===== src/rtl/median_scanner_if.sv =====
// Memory read port and filtered-pixel stream of the median scanner.
// The scanner drives the master side; memory and downstream sit on the slave side.
interface median_scanner_if;
  logic [7:0] memX;
  logic [7:0] memY;
  logic       memWrite;
  logic       memData;
  logic       pixOut;
  logic [7:0] pixX;
  logic [7:0] pixY;
  logic       pixValid;
  logic       pixReady;

  modport master (
    output memX, memY, memWrite, pixOut, pixX, pixY, pixValid,
    input  memData, pixReady
  );

  modport slave (
    input  memX, memY, memWrite, pixOut, pixX, pixY, pixValid,
    output memData, pixReady
  );
endinterface


===== src/rtl/median_scanner.sv =====
// Raster-scans a 1-bit image, fetches each 3x3 neighbourhood through the x/y read
// port and streams the majority-of-9 pixel out over a valid/ready handshake.
module median_scanner #(
  parameter int IMWIDTH   = 240,
  parameter int IMHEIGHT  = 180,
  parameter int THRESHOLD = 5
) (
  input  logic clk,
  input  logic reset,
  input  logic start,
  output logic busy,
  output logic done,
  median_scanner_if.master bus
);

  typedef enum logic [2:0] {IDLE, READ, DRAIN, OUTPUT, DONE} stateT;

  typedef struct packed {
    logic       oob;
    logic [7:0] x;
    logic [7:0] y;
  } slotAddrT;

  stateT      state;
  logic [7:0] cx;
  logic [7:0] cy;
  logic [3:0] slot;
  logic [3:0] cnt;
  logic       curOob;
  logic       tagDly;
  logic       oobDly;

  slotAddrT   nxtAddr;
  slotAddrT   pixAddr;
  logic       wrapX;
  logic       lastPix;
  logic [7:0] nextCx;
  logic [7:0] nextCy;
  logic       accum;
  logic [3:0] cntNext;

  // Out-of-bounds slots read the centre pixel instead; their data is discarded.
  function automatic slotAddrT slotAddr(input logic [7:0] px, input logic [7:0] py,
                                        input logic [3:0] s);
    int dx;
    int dy;
    int xi;
    int yi;
    slotAddrT r;
    dx = int'(s % 4'd3) - 1;
    dy = int'(s / 4'd3) - 1;
    xi = int'(px) + dx;
    yi = int'(py) + dy;
    r.oob = (xi < 0) || (xi > IMWIDTH - 1) || (yi < 0) || (yi > IMHEIGHT - 1);
    r.x   = r.oob ? px : xi[7:0];
    r.y   = r.oob ? py : yi[7:0];
    return r;
  endfunction

  always_comb begin
    wrapX   = (cx == 8'(IMWIDTH - 1));
    lastPix = wrapX && (cy == 8'(IMHEIGHT - 1));
    nextCx  = wrapX ? 8'd0 : cx + 8'd1;
    nextCy  = wrapX ? cy + 8'd1 : cy;
    nxtAddr = slotAddr(cx, cy, slot + 4'd1);
    pixAddr = slotAddr(nextCx, nextCy, 4'd0);
    accum   = tagDly && !oobDly && bus.memData;
    cntNext = cnt + {3'b000, accum};
  end

  assign bus.memWrite = 1'b0;

  always_ff @(posedge clk or posedge reset) begin
    if (reset) begin
      state        <= IDLE;
      cx           <= '0;
      cy           <= '0;
      slot         <= '0;
      cnt          <= '0;
      curOob       <= 1'b0;
      tagDly       <= 1'b0;
      oobDly       <= 1'b0;
      busy         <= 1'b0;
      done         <= 1'b0;
      bus.memX     <= '0;
      bus.memY     <= '0;
      bus.pixOut   <= 1'b0;
      bus.pixX     <= '0;
      bus.pixY     <= '0;
      bus.pixValid <= 1'b0;
    end else begin
      tagDly <= 1'b0;
      oobDly <= 1'b0;
      done   <= 1'b0;
      // Read data lags the address by one cycle, so the tag/flag pair does too.
      if (accum) begin
        cnt <= cntNext;
      end
      case (state)
        IDLE: begin
          if (start) begin
            cx       <= '0;
            cy       <= '0;
            cnt      <= '0;
            slot     <= '0;
            busy     <= 1'b1;
            state    <= READ;
            bus.memX <= 8'd0;
            bus.memY <= 8'd0;
            curOob   <= 1'b1;
          end
        end
        READ: begin
          tagDly <= 1'b1;
          oobDly <= curOob;
          if (slot == 4'd8) begin
            state <= DRAIN;
          end else begin
            slot     <= slot + 4'd1;
            bus.memX <= nxtAddr.x;
            bus.memY <= nxtAddr.y;
            curOob   <= nxtAddr.oob;
          end
        end
        DRAIN: begin
          state        <= OUTPUT;
          bus.pixValid <= 1'b1;
          bus.pixOut   <= (int'(cntNext) >= THRESHOLD);
          bus.pixX     <= cx;
          bus.pixY     <= cy;
        end
        OUTPUT: begin
          if (bus.pixReady) begin
            bus.pixValid <= 1'b0;
            cnt          <= '0;
            if (lastPix) begin
              state <= DONE;
              busy  <= 1'b0;
              done  <= 1'b1;
            end else begin
              state    <= READ;
              slot     <= '0;
              cx       <= nextCx;
              cy       <= nextCy;
              bus.memX <= pixAddr.x;
              bus.memY <= pixAddr.y;
              curOob   <= pixAddr.oob;
            end
          end
        end
        DONE: begin
          state <= IDLE;
        end
        default: begin
          state <= IDLE;
        end
      endcase
    end
  end

endmodule


===== src/flat_wrapper.sv =====
// flat-port wrapper written by rule: the top's interface ports become plain ports
module median_scanner_flat 
#(
  parameter int IMWIDTH   = 240,
  parameter int IMHEIGHT  = 180,
  parameter int THRESHOLD = 5
)
  (clk, reset, start, busy, done, bus_memX, bus_memY, bus_memWrite, bus_pixOut, bus_pixX, bus_pixY, bus_pixValid, bus_memData, bus_pixReady);
  median_scanner_if bus_i ();
  input  logic clk;
  input  logic reset;
  input  logic start;
  output logic busy;
  output logic done;
  output wire logic [$bits(bus_i.memX)-1:0] bus_memX;
  output wire logic [$bits(bus_i.memY)-1:0] bus_memY;
  output wire logic [$bits(bus_i.memWrite)-1:0] bus_memWrite;
  output wire logic [$bits(bus_i.pixOut)-1:0] bus_pixOut;
  output wire logic [$bits(bus_i.pixX)-1:0] bus_pixX;
  output wire logic [$bits(bus_i.pixY)-1:0] bus_pixY;
  output wire logic [$bits(bus_i.pixValid)-1:0] bus_pixValid;
  input wire logic [$bits(bus_i.memData)-1:0] bus_memData;
  input wire logic [$bits(bus_i.pixReady)-1:0] bus_pixReady;
  assign bus_memX = bus_i.memX;
  assign bus_memY = bus_i.memY;
  assign bus_memWrite = bus_i.memWrite;
  assign bus_pixOut = bus_i.pixOut;
  assign bus_pixX = bus_i.pixX;
  assign bus_pixY = bus_i.pixY;
  assign bus_pixValid = bus_i.pixValid;
  assign bus_i.memData = bus_memData;
  assign bus_i.pixReady = bus_pixReady;
  median_scanner #(.IMWIDTH(IMWIDTH), .IMHEIGHT(IMHEIGHT), .THRESHOLD(THRESHOLD)) u_core (.clk(clk), .reset(reset), .start(start), .busy(busy), .done(done), .bus(bus_i));
endmodule

===== config.mk =====
export PLATFORM = sky130hd
export DESIGN_NAME = median_scanner_flat
export DESIGN_NICKNAME = d
export VERILOG_FILES = /design/src/rtl/median_scanner_if.sv /design/src/rtl/median_scanner.sv /design/src/flat_wrapper.sv
export SDC_FILE = /design/constraint.sdc
export NUM_CORES = 1
export LEC_CHECK = 0
export BUFFER_PORTS_ARGS = -buffer_cell sky130_fd_sc_hd__buf_2
export CAP_MARGIN = 40
export CORE_UTILIZATION = 30
export CTS_CLUSTER_DIAMETER = 60
export DETAILED_ROUTE_END_ITERATION = 10
export HOLD_SLACK_MARGIN = 0.08
export PLACE_DENSITY = 0.54
export SLEW_MARGIN = 20
export SYNTH_ARGS = -nofsm -noshare
export SYNTH_HDL_FRONTEND = slang
export SYNTH_SLANG_ARGS = --single-unit

===== constraint.sdc =====
create_clock -name clk -period 6.4 [get_ports clk]
set_input_delay 0.32 -clock clk [delete_from_list [all_inputs] [get_ports clk]]
set_output_delay 0.32 -clock clk [all_outputs]
set_load 0.01 [all_outputs]

==> results of run 1 <==
-- metal layers --
| layer | share of wire (%) | wire, um |
|---|---|---|
| met1 | 45 | 10300 |
| met5 | 0 | 0 |
| met2 | 47 | 10800 |
| met3 | 4.5 | 1030 |
| met4 | 2.7 | 608 |
-- kinds of logic (layout without fill, tap and decap cells) --
| logic type | after synthesis | in the layout | synth area share (%) |
|---|---|---|---|
| DFF | 66 | 66 | 22.8 |
| other | 1 | 1 | 0.0518 |
| muxes | 41 | 41 | 6.08 |
| buffers and inverters | 140 | 269 | 7.96 |
| AOI/OAI and AO/OA | 259 | 259 | 24.5 |
| adders and majority gates | 70 | 70 | 12.3 |
| and+or+nand+nor | 308 | 308 | 21.2 |
| xor gates and xnor gates | 42 | 42 | 5.18 |
-- synth_stat cells (4+ instances only) --
cell | n | area, sq um
sky130_fd_sc_hd__o32ai_1 | 5 | 43.8
sky130_fd_sc_hd__or3_1 | 6 | 37.5
sky130_fd_sc_hd__inv_1 | 90 | 338
sky130_fd_sc_hd__nand2_1 | 79 | 297
sky130_fd_sc_hd__nand3b_1 | 4 | 30.0
sky130_fd_sc_hd__o21ai_0 | 44 | 220
sky130_fd_sc_hd__o31ai_1 | 10 | 75.1
sky130_fd_sc_hd__nor3b_1 | 8 | 60.1
sky130_fd_sc_hd__and3_1 | 12 | 75.1
sky130_fd_sc_hd__nand4_1 | 13 | 81.3
sky130_fd_sc_hd__o21a_1 | 4 | 30.0
sky130_fd_sc_hd__a21o_1 | 15 | 113
sky130_fd_sc_hd__buf_2 | 12 | 60.1
sky130_fd_sc_hd__nand3_1 | 26 | 130
sky130_fd_sc_hd__clkbuf_1 | 30 | 113
sky130_fd_sc_hd__a31oi_1 | 13 | 81.3
sky130_fd_sc_hd__xor2_1 | 12 | 105
sky130_fd_sc_hd__nor2b_1 | 10 | 62.6
sky130_fd_sc_hd__ha_1 | 68 | 851
sky130_fd_sc_hd__nand2b_1 | 11 | 68.8
sky130_fd_sc_hd__mux2_2 | 24 | 270
sky130_fd_sc_hd__o21bai_1 | 5 | 37.5
sky130_fd_sc_hd__nor4_1 | 9 | 56.3
sky130_fd_sc_hd__xnor2_1 | 29 | 254
sky130_fd_sc_hd__and2_1 | 7 | 43.8
sky130_fd_sc_hd__a211oi_1 | 10 | 75.1
sky130_fd_sc_hd__nor2_1 | 81 | 304
sky130_fd_sc_hd__a21oi_1 | 63 | 315
sky130_fd_sc_hd__o21ai_1 | 6 | 30.0
sky130_fd_sc_hd__nor3_1 | 20 | 100
sky130_fd_sc_hd__mux2i_1 | 17 | 170
sky130_fd_sc_hd__o22ai_1 | 8 | 50.1
sky130_fd_sc_hd__a22oi_1 | 7 | 52.6
sky130_fd_sc_hd__dfrtp_1 | 66 | 1650
sky130_fd_sc_hd__o211ai_1 | 15 | 113
sky130_fd_sc_hd__o2111ai_1 | 6 | 52.6
sky130_fd_sc_hd__a41oi_1 | 6 | 52.6
-- stage by stage --
step | cells | hold slack, ps | cell area (sq um)
floorplan | 927 | 454 | 7260
global placement | 1341 | 474 | 8420
detailed placement | 1343 | 420 | 8450
CTS | 1362 | 286 | 8890
global route | 1375 | 335 | 9350
finish | 1375 | 298 | 9350
-- registers in the layout (all words and copies together), names as in the netlist, 3 cells and up --
register         flops
u_core.bus.memX      8
u_core.cx            8
u_core.cnt           4
u_core.bus.pixY      8
u_core.state         3
u_core.cy            8
u_core.bus.pixX      8
u_core.slot          4
u_core.bus.memY      8
-- path summary, 6_finish.rpt --
| path | startpoint | end | slack, ps |
|---|---|---|---|
| max in group asynchronous | reset | u_core.bus.memY[7] | 5270 |
| worst min register to register | u_core.bus.pixValid | u_core.bus.pixValid | 480 |
| min in group asynchronous | reset | u_core.cnt[0] | 600 |
| worst min-delay path | start | u_core.state[0] | 300 |
| worst max register to register | u_core.slot[0] | u_core.bus.memX[6] | 260 |
| worst max-delay path | u_core.slot[0] | u_core.bus.memX[6] | 260 |
-- layout make-up --
| type | instances | area [sq um] |
|---|---|---|
| fill | 2408 | 14200 |
| multi-input combinational | 721 | 5430 |
| clock inverter | 6 | 82.6 |
| sequential | 66 | 1650 |
| clock buffer | 9 | 225 |
| inverter | 91 | 342 |
| tap | 319 | 399 |
| timing repair buffer | 163 | 1210 |
-- cells in the final DEF (no fill, tap or decap), drive strengths merged, types with 4 or more instances in the layout --
cell / n
o2111ai: 6
dfrtp: 66
o31ai: 11
o21bai: 5
and3: 12
mux2i: 17
o211ai: 15
mux2: 24
nand4: 13
nor2: 81
nor4: 9
nor2b: 10
nand2b: 11
inv: 91
o21ai: 50
ha: 68
buf: 160
nand2: 79
a41oi: 6
o32ai: 5
and2: 9
clkbuf: 11
a31oi: 14
xor2: 12
a21oi: 63
nor3b: 8
nand3b: 4
or3: 6
o21a: 4
a21o: 15
a2111oi: 4
nand3: 27
nor3: 20
a22oi: 7
xnor2: 30
a211oi: 12
o22ai: 8
-- critical path, delay by kind of cell (launching register included) --
kind | cells | cell delay, ps
AO/OA/AOI/OAI | 10 | 2280
buffers and inverters | 8 | 970
flip-flops | 1 | 450
AND/OR/NAND/NOR | 7 | 1520
adder cells (fa/ha/maj) | 3 | 800
-- timing repair --
item / CTS / global route
gates cloned: 0 / 2
resized for setup: 16 / 65
setup endpoints to repair: 17 / 17
pin swaps: 8 / 44
hold endpoints to repair: 29 / 0
hold buffers: 1 / 0
buffers inserted: 3 / 11
==> reports/results.env, run 1 <==
STATUS='finished, final reports clean'
CLK_PATH_BUF_DEPTH=2
ROUTE.DETAILED.WL_PER_INST_UM=16.5
MAPPEDNETLISTAREA_SQ_MM=0.00724
SYNTHESIS.INSTANCES=927
GRT_PASS1_VIAS=6794
ANTENNA_VIOLATING_NETS_POST_ROUTE=0
SYN_AREA_PER_CELL_SQ_UM=7.81
GRTUSAGEMET3_PCT=1.68
PORT_BUFFERS=40
YS_WARN_COUNT=0
FINALCLOCKSKEW_PS=4.72
CPMAXSTAGEDELAYCELL='sky130_fd_sc_hd__dfrtp_2'
COREAREA_SQ_MM=0.0235
TIMING.FMAX_GHz=0.163
FFS_W_ASYNC_S_R_SYNTH_PCT=100
GPL.FINAL_WEIGHTED_CONGESTION=0.918
MAX-SLEW-MARGIN-REL_PCT=40.5
SYNTHTOLAYOUTAREAGROWTH_PCT=29.0
GRT-BUSIEST-LAYER='met2'
TRITONCTS='built'
TNS_PS=0
NUMCLOCKSINKS=66
FINALWIRELENGTH_MM=22.7
TIGHTEST_HOLD_CHECK_TYPE='in -> reg'
GR_UTIL_ALL_LAYERS_PCT=18.2
ROOT_BUFFER='sky130_fd_sc_hd__clkbuf_16'
DETAILROUTE.VIA_COUNT=7354
POST-DP-HPWL_MM=17.1
SLOWEST_DELAY_PS=450
DIE_Y_UM=157
YS.FLOP_TYPE='sky130_fd_sc_hd__dfrtp_1'
TIMING.FINAL.SETUP_VIOLATIONS=0
SYNTH-EDFF-COUNT=0
HOLDPATHSTAGES=3
CRITPATHREQUIREDTIME_PS=6610
CELL_SEEN_MOST_OFTEN_AMONG_CRITICAL_PATH_STAGES='sky130_fd_sc_hd__buf_4'
GRT_PASS1_WL_MM=35.7
GRT_ANTENNA_BEFORE_REPAIR=0
DESIGN.FINAL.NETS=1127
ARRIVAL_PS=6360
DRT-INITIAL-DRC-COUNT=567
DIE_WIDTH_UM=157
YS_FF_LATCH=66
FINALCOREUTILIZATION_PCT=39.7
TIGHTESTPINTRANSITION_PS=886
INITIAL_UTILIZATION_PCT=30.8
SYNTH.YOSYS.SEQ_AREA_SHARE_PCT=22.8
CRITPATHCAPTURETYPE='flop'
OVERFLOW=0
MIN_PERIOD_PS=6140
MAPPEDNETLISTNETS=1002
CLOCK_TREE.HTREE_LEVEL_COUNT=3
DIE_AREA_SQ_MM=0.0248
FINAL_LAYOUT_SIZE_SUFFIX_GT1_SHARE_PCT=26.6
FP-ROW-COUNT=56
MET2_USAGE_PCT=30.4
WORST-SETUP-PATH-TYPE='reg -> reg'
MET1_USAGE_PCT=24.8
GRT_START_MAX_NET_PINS=38
CTS.REPORTEDPATHS.CLKPINSLEW_PS=60
SYNTH_CELL_TYPE_COUNT=86
IOPINCOUNT=42
WORST-R2R-CELL-COUNT=28
WORST-PATH-MAX-FANOUT=6
POST-ROUTE-DRC-COUNT=0
TRITONCTS.NUM_BUFFERS=9
MAXCAPVIOLATIONS=0
TIMING.FINAL.HOLD_VIOLATIONS=0
FINAL_MAX_SLEW_VIOL_COUNT=0
PRECTSSETUPSLACK_PS=-207
N_ANTENNA_CELL=0
DETAILEDROUTE.FIRSTPASSITERATIONCOUNT=5
MIN_PERIOD_OVER_PERIOD_PCT=96.0
SKEW_PAIR_LATE_INSERTION_DELAY_PS=330
WORST_SETUP_PATH_START_KIND='flop'
VIAS_CELL=5.35
TIMING.FINAL.WS_SETUP_PS=257
Power of run 1 is left out: the tool's default activity adds up to more than one toggle a clock period on the data nets, which glitch-free logic cannot reach.
==> run 2: changes to the inputs <==
--- a/config.mk
+++ b/config.mk
@@ -7,6 +7,8 @@
 export LEC_CHECK = 0
 export BUFFER_PORTS_ARGS = -buffer_cell sky130_fd_sc_hd__buf_2
 export CAP_MARGIN = 40
+export CORE_ASPECT_RATIO = 1.2
+export CORE_MARGIN = 2
 export CORE_UTILIZATION = 30
 export CTS_CLUSTER_DIAMETER = 60
 export DETAILED_ROUTE_END_ITERATION = 10
==> reports/results.env, run 2 (same netlist as run 1, synthesis figures left out) <==
ROOT_BUFFER='sky130_fd_sc_hd__clkbuf_16'  # unchanged
LAYOUT.CELLS.MOST_COMMON='sky130_fd_sc_hd__buf_4'  # unchanged
TIMING.FMAX_GHz=0.160  # was 0.163 GHz
MIN_PERIOD_OVER_PERIOD_PCT=97.8  # was 96.0%
STATUS='finished, final reports clean'  # unchanged
DIE_WIDTH_UM=146  # was 157 um
NUMCLOCKSINKS=66  # unchanged
LAYOUT.CELLS.MOST_COMMON_LIST='sky130_fd_sc_hd__buf_4 (107), sky130_fd_sc_hd__inv_1 (85), sky130_fd_sc_hd__nor2_1 (78), sky130_fd_sc_hd__nand2_1 (78), sky130_fd_sc_hd__dfrtp_1 (63)'  # was sky130_fd_sc_hd__buf_4 (113), sky130_fd_sc_hd__inv_1 (87), sky130_fd_sc_hd__nand2_1 (78), sky130_fd_sc_hd__nor2_1 (77), sky130_fd_sc_hd__dfrtp_1 (64)
FINAL_STANDARD_CELL_AREA_WITHOUT_FILLERS_SQ_MM=0.00937  # was 0.00935 sq mm
MAXCAPVIOLATIONS=0  # unchanged
GRT_START_MAX_NET_PINS=54  # was 38
CPMAXSTAGEDELAYCELL='sky130_fd_sc_hd__dfrtp_2'  # unchanged
DESIGN.FINAL.NETS=1123  # was 1,127
DIE_AREA_SQ_MM=0.0254  # was 0.0248 sq mm
IOPINCOUNT=42  # unchanged
TIGHTESTPINTRANSITION_PS=716  # was 886 ps
FINAL_LAYOUT_SIZE_SUFFIX_GT1_SHARE_PCT=26.9  # was 26.6%
VIAS_CELL=5.38  # was 5.35
DETAILROUTE.VIA_COUNT=7382  # was 7,354
TIMING.FINAL.HOLD_VIOLATIONS=0  # unchanged
DIE_Y_UM=174  # was 157 um
SLOWEST_DELAY_PS=470  # was 450 ps
CLOCK_TREE.HTREE_LEVEL_COUNT=3  # unchanged
POST-ROUTE-DRC-COUNT=0  # unchanged
GRT_PASS1_WL_MM=37.1  # was 35.7 mm
FP-ROW-COUNT=62  # was 56
ARRIVAL_PS=6470  # was 6360 ps
DRT-INITIAL-DRC-COUNT=492  # was 567
CLK_PATH_BUF_DEPTH=2  # unchanged
TIGHTEST_HOLD_CHECK_TYPE='in -> reg'  # unchanged
GPL.FINAL_WEIGHTED_CONGESTION=0.932  # was 0.918
ROUTE.DETAILED.WL_PER_INST_UM=17.2  # was 16.5 um
CRITPATHREQUIREDTIME_PS=6610  # about the same
CELL_SEEN_MOST_OFTEN_AMONG_CRITICAL_PATH_STAGES='sky130_fd_sc_hd__ha_4'  # was sky130_fd_sc_hd__buf_4
FINALWIRELENGTH_MM=23.6  # was 22.7 mm
WORST_SETUP_PATH_START_KIND='flop'  # unchanged
GRT_ANTENNA_BEFORE_REPAIR=0  # unchanged
PORT_BUFFERS=40  # unchanged
MAX-SLEW-MARGIN-REL_PCT=52.3  # was 40.5%
FINALCLOCKSKEW_PS=7.13  # was 4.72 ps
TRITONCTS.NUM_BUFFERS=9  # unchanged
WORST-PATH-MAX-FANOUT=7  # was 6
CTS.REPORTEDPATHS.CLKPINSLEW_PS=60  # about the same
MIN_PERIOD_PS=6260  # was 6140 ps
GRT_PASS1_VIAS=7033  # was 6,794
GRT_SETUP_UNREPAIRED='true'
INITIAL_UTILIZATION_PCT=30.4  # was 30.8%
CRITPATHCAPTURETYPE='flop'  # unchanged
WORST-SETUP-PATH-TYPE='reg -> reg'  # unchanged
FINAL_MAX_SLEW_VIOL_COUNT=0  # unchanged
SYNTHTOLAYOUTAREAGROWTH_PCT=29.3  # was 29.0%
TIMING.FINAL.SETUP_VIOLATIONS=0  # unchanged
ANTENNA_VIOLATING_NETS_POST_ROUTE=0  # unchanged
COREAREA_SQ_MM=0.0238  # was 0.0235 sq mm
N_ANTENNA_CELL=0  # unchanged
OVERFLOW=0  # unchanged
PLACEMENT.CELL_AREA_SQ_MM=0.00839  # was 0.00845 sq mm
TRITONCTS='built'  # unchanged
GR_UTIL_ALL_LAYERS_PCT=17.9  # was 18.2%
DETAILEDROUTE.FIRSTPASSITERATIONCOUNT=5  # unchanged
POST-DP-HPWL_MM=17.8  # was 17.1 mm
SKEW_PAIR_LATE_INSERTION_DELAY_PS=330  # about the same
run 2: area by class of cell:
type                    count  area [sq um]
flip-flops and latches     66          1660
fillers                  2459         14400
repair buffers            159          1160
well taps                 320           400
multi-input cells         721          5490
clock inverters             7          93.8
clock buffers               9           225
inverters                  91           342
run 2: worst max-delay path, delay by kind of cell, from the launching register on:
kind | cells | cell delay, ps
compound gates | 10 | 2120
fa+ha+maj | 6 | 1240
simple gates | 6 | 1110
buf+inv | 6 | 720
flops | 1 | 470
xor+xnor | 2 | 240
mux | 1 | 220
run 2: path summary, 6_finish.rpt:
| kind | from | endpoint | slack (ps) | cells after the start |
|---|---|---|---|---|
| worst max-delay path | u_core.slot[0] | u_core.bus.memY[1] | 140 | 31 |
| min in group asynchronous | reset | u_core.bus.pixY[3] | 520 | 4 |
| max in group asynchronous | reset | u_core.slot[1] | 5350 | 5 |
| worst min register to register | u_core.bus.pixValid | u_core.bus.pixValid | 480 | 1 |
| worst min-delay path | start | u_core.state[0] | 290 | 3 |
| worst max register to register | u_core.slot[0] | u_core.bus.memY[1] | 140 | 31 |
run 2: repair_timing:
item | 4_1_cts | 5_1_grt
pin swaps | 2 | 39
endpoints found under the setup margin | 17 | 17
hold buffers | 1 | 0
cloned | 0 | 0
endpoints found under the hold margin | 13 | 0
setup buffers | 0 | 21
resized for setup | 13 | 86
run 2: per-layer routing:
metal / global-route usage, % / routed length [um]
met1: 22.4 / 10200
met2: 31.7 / 11900
met3: 1.78 / 775
met4: 6.99 / 724
met5: 0 / 0
run 2: through the flow:
| stage | setup TNS, ps | util [%] | hold slack, ps | cells | setup WS, ps |
|---|---|---|---|---|---|
| 6_report | 0 | 39.3 | 289 | 1373 | 142 |
| 5_1_grt | -547 | 39.3 | 315 | 1373 | -80.9 |
| 4_1_cts | 0 | 36.9 | 289 | 1352 | 35.6 |
| 3_5_place_dp | -2780 | 35.2 | 333 | 1335 | -241 |
| 3_3_place_gp | -1190 | 35.1 | 462 | 1332 | -128 |
| 2_1_floorplan | 0 | - | 454 | 927 | 56.1 |
Power of run 2 is left out for the same reason.
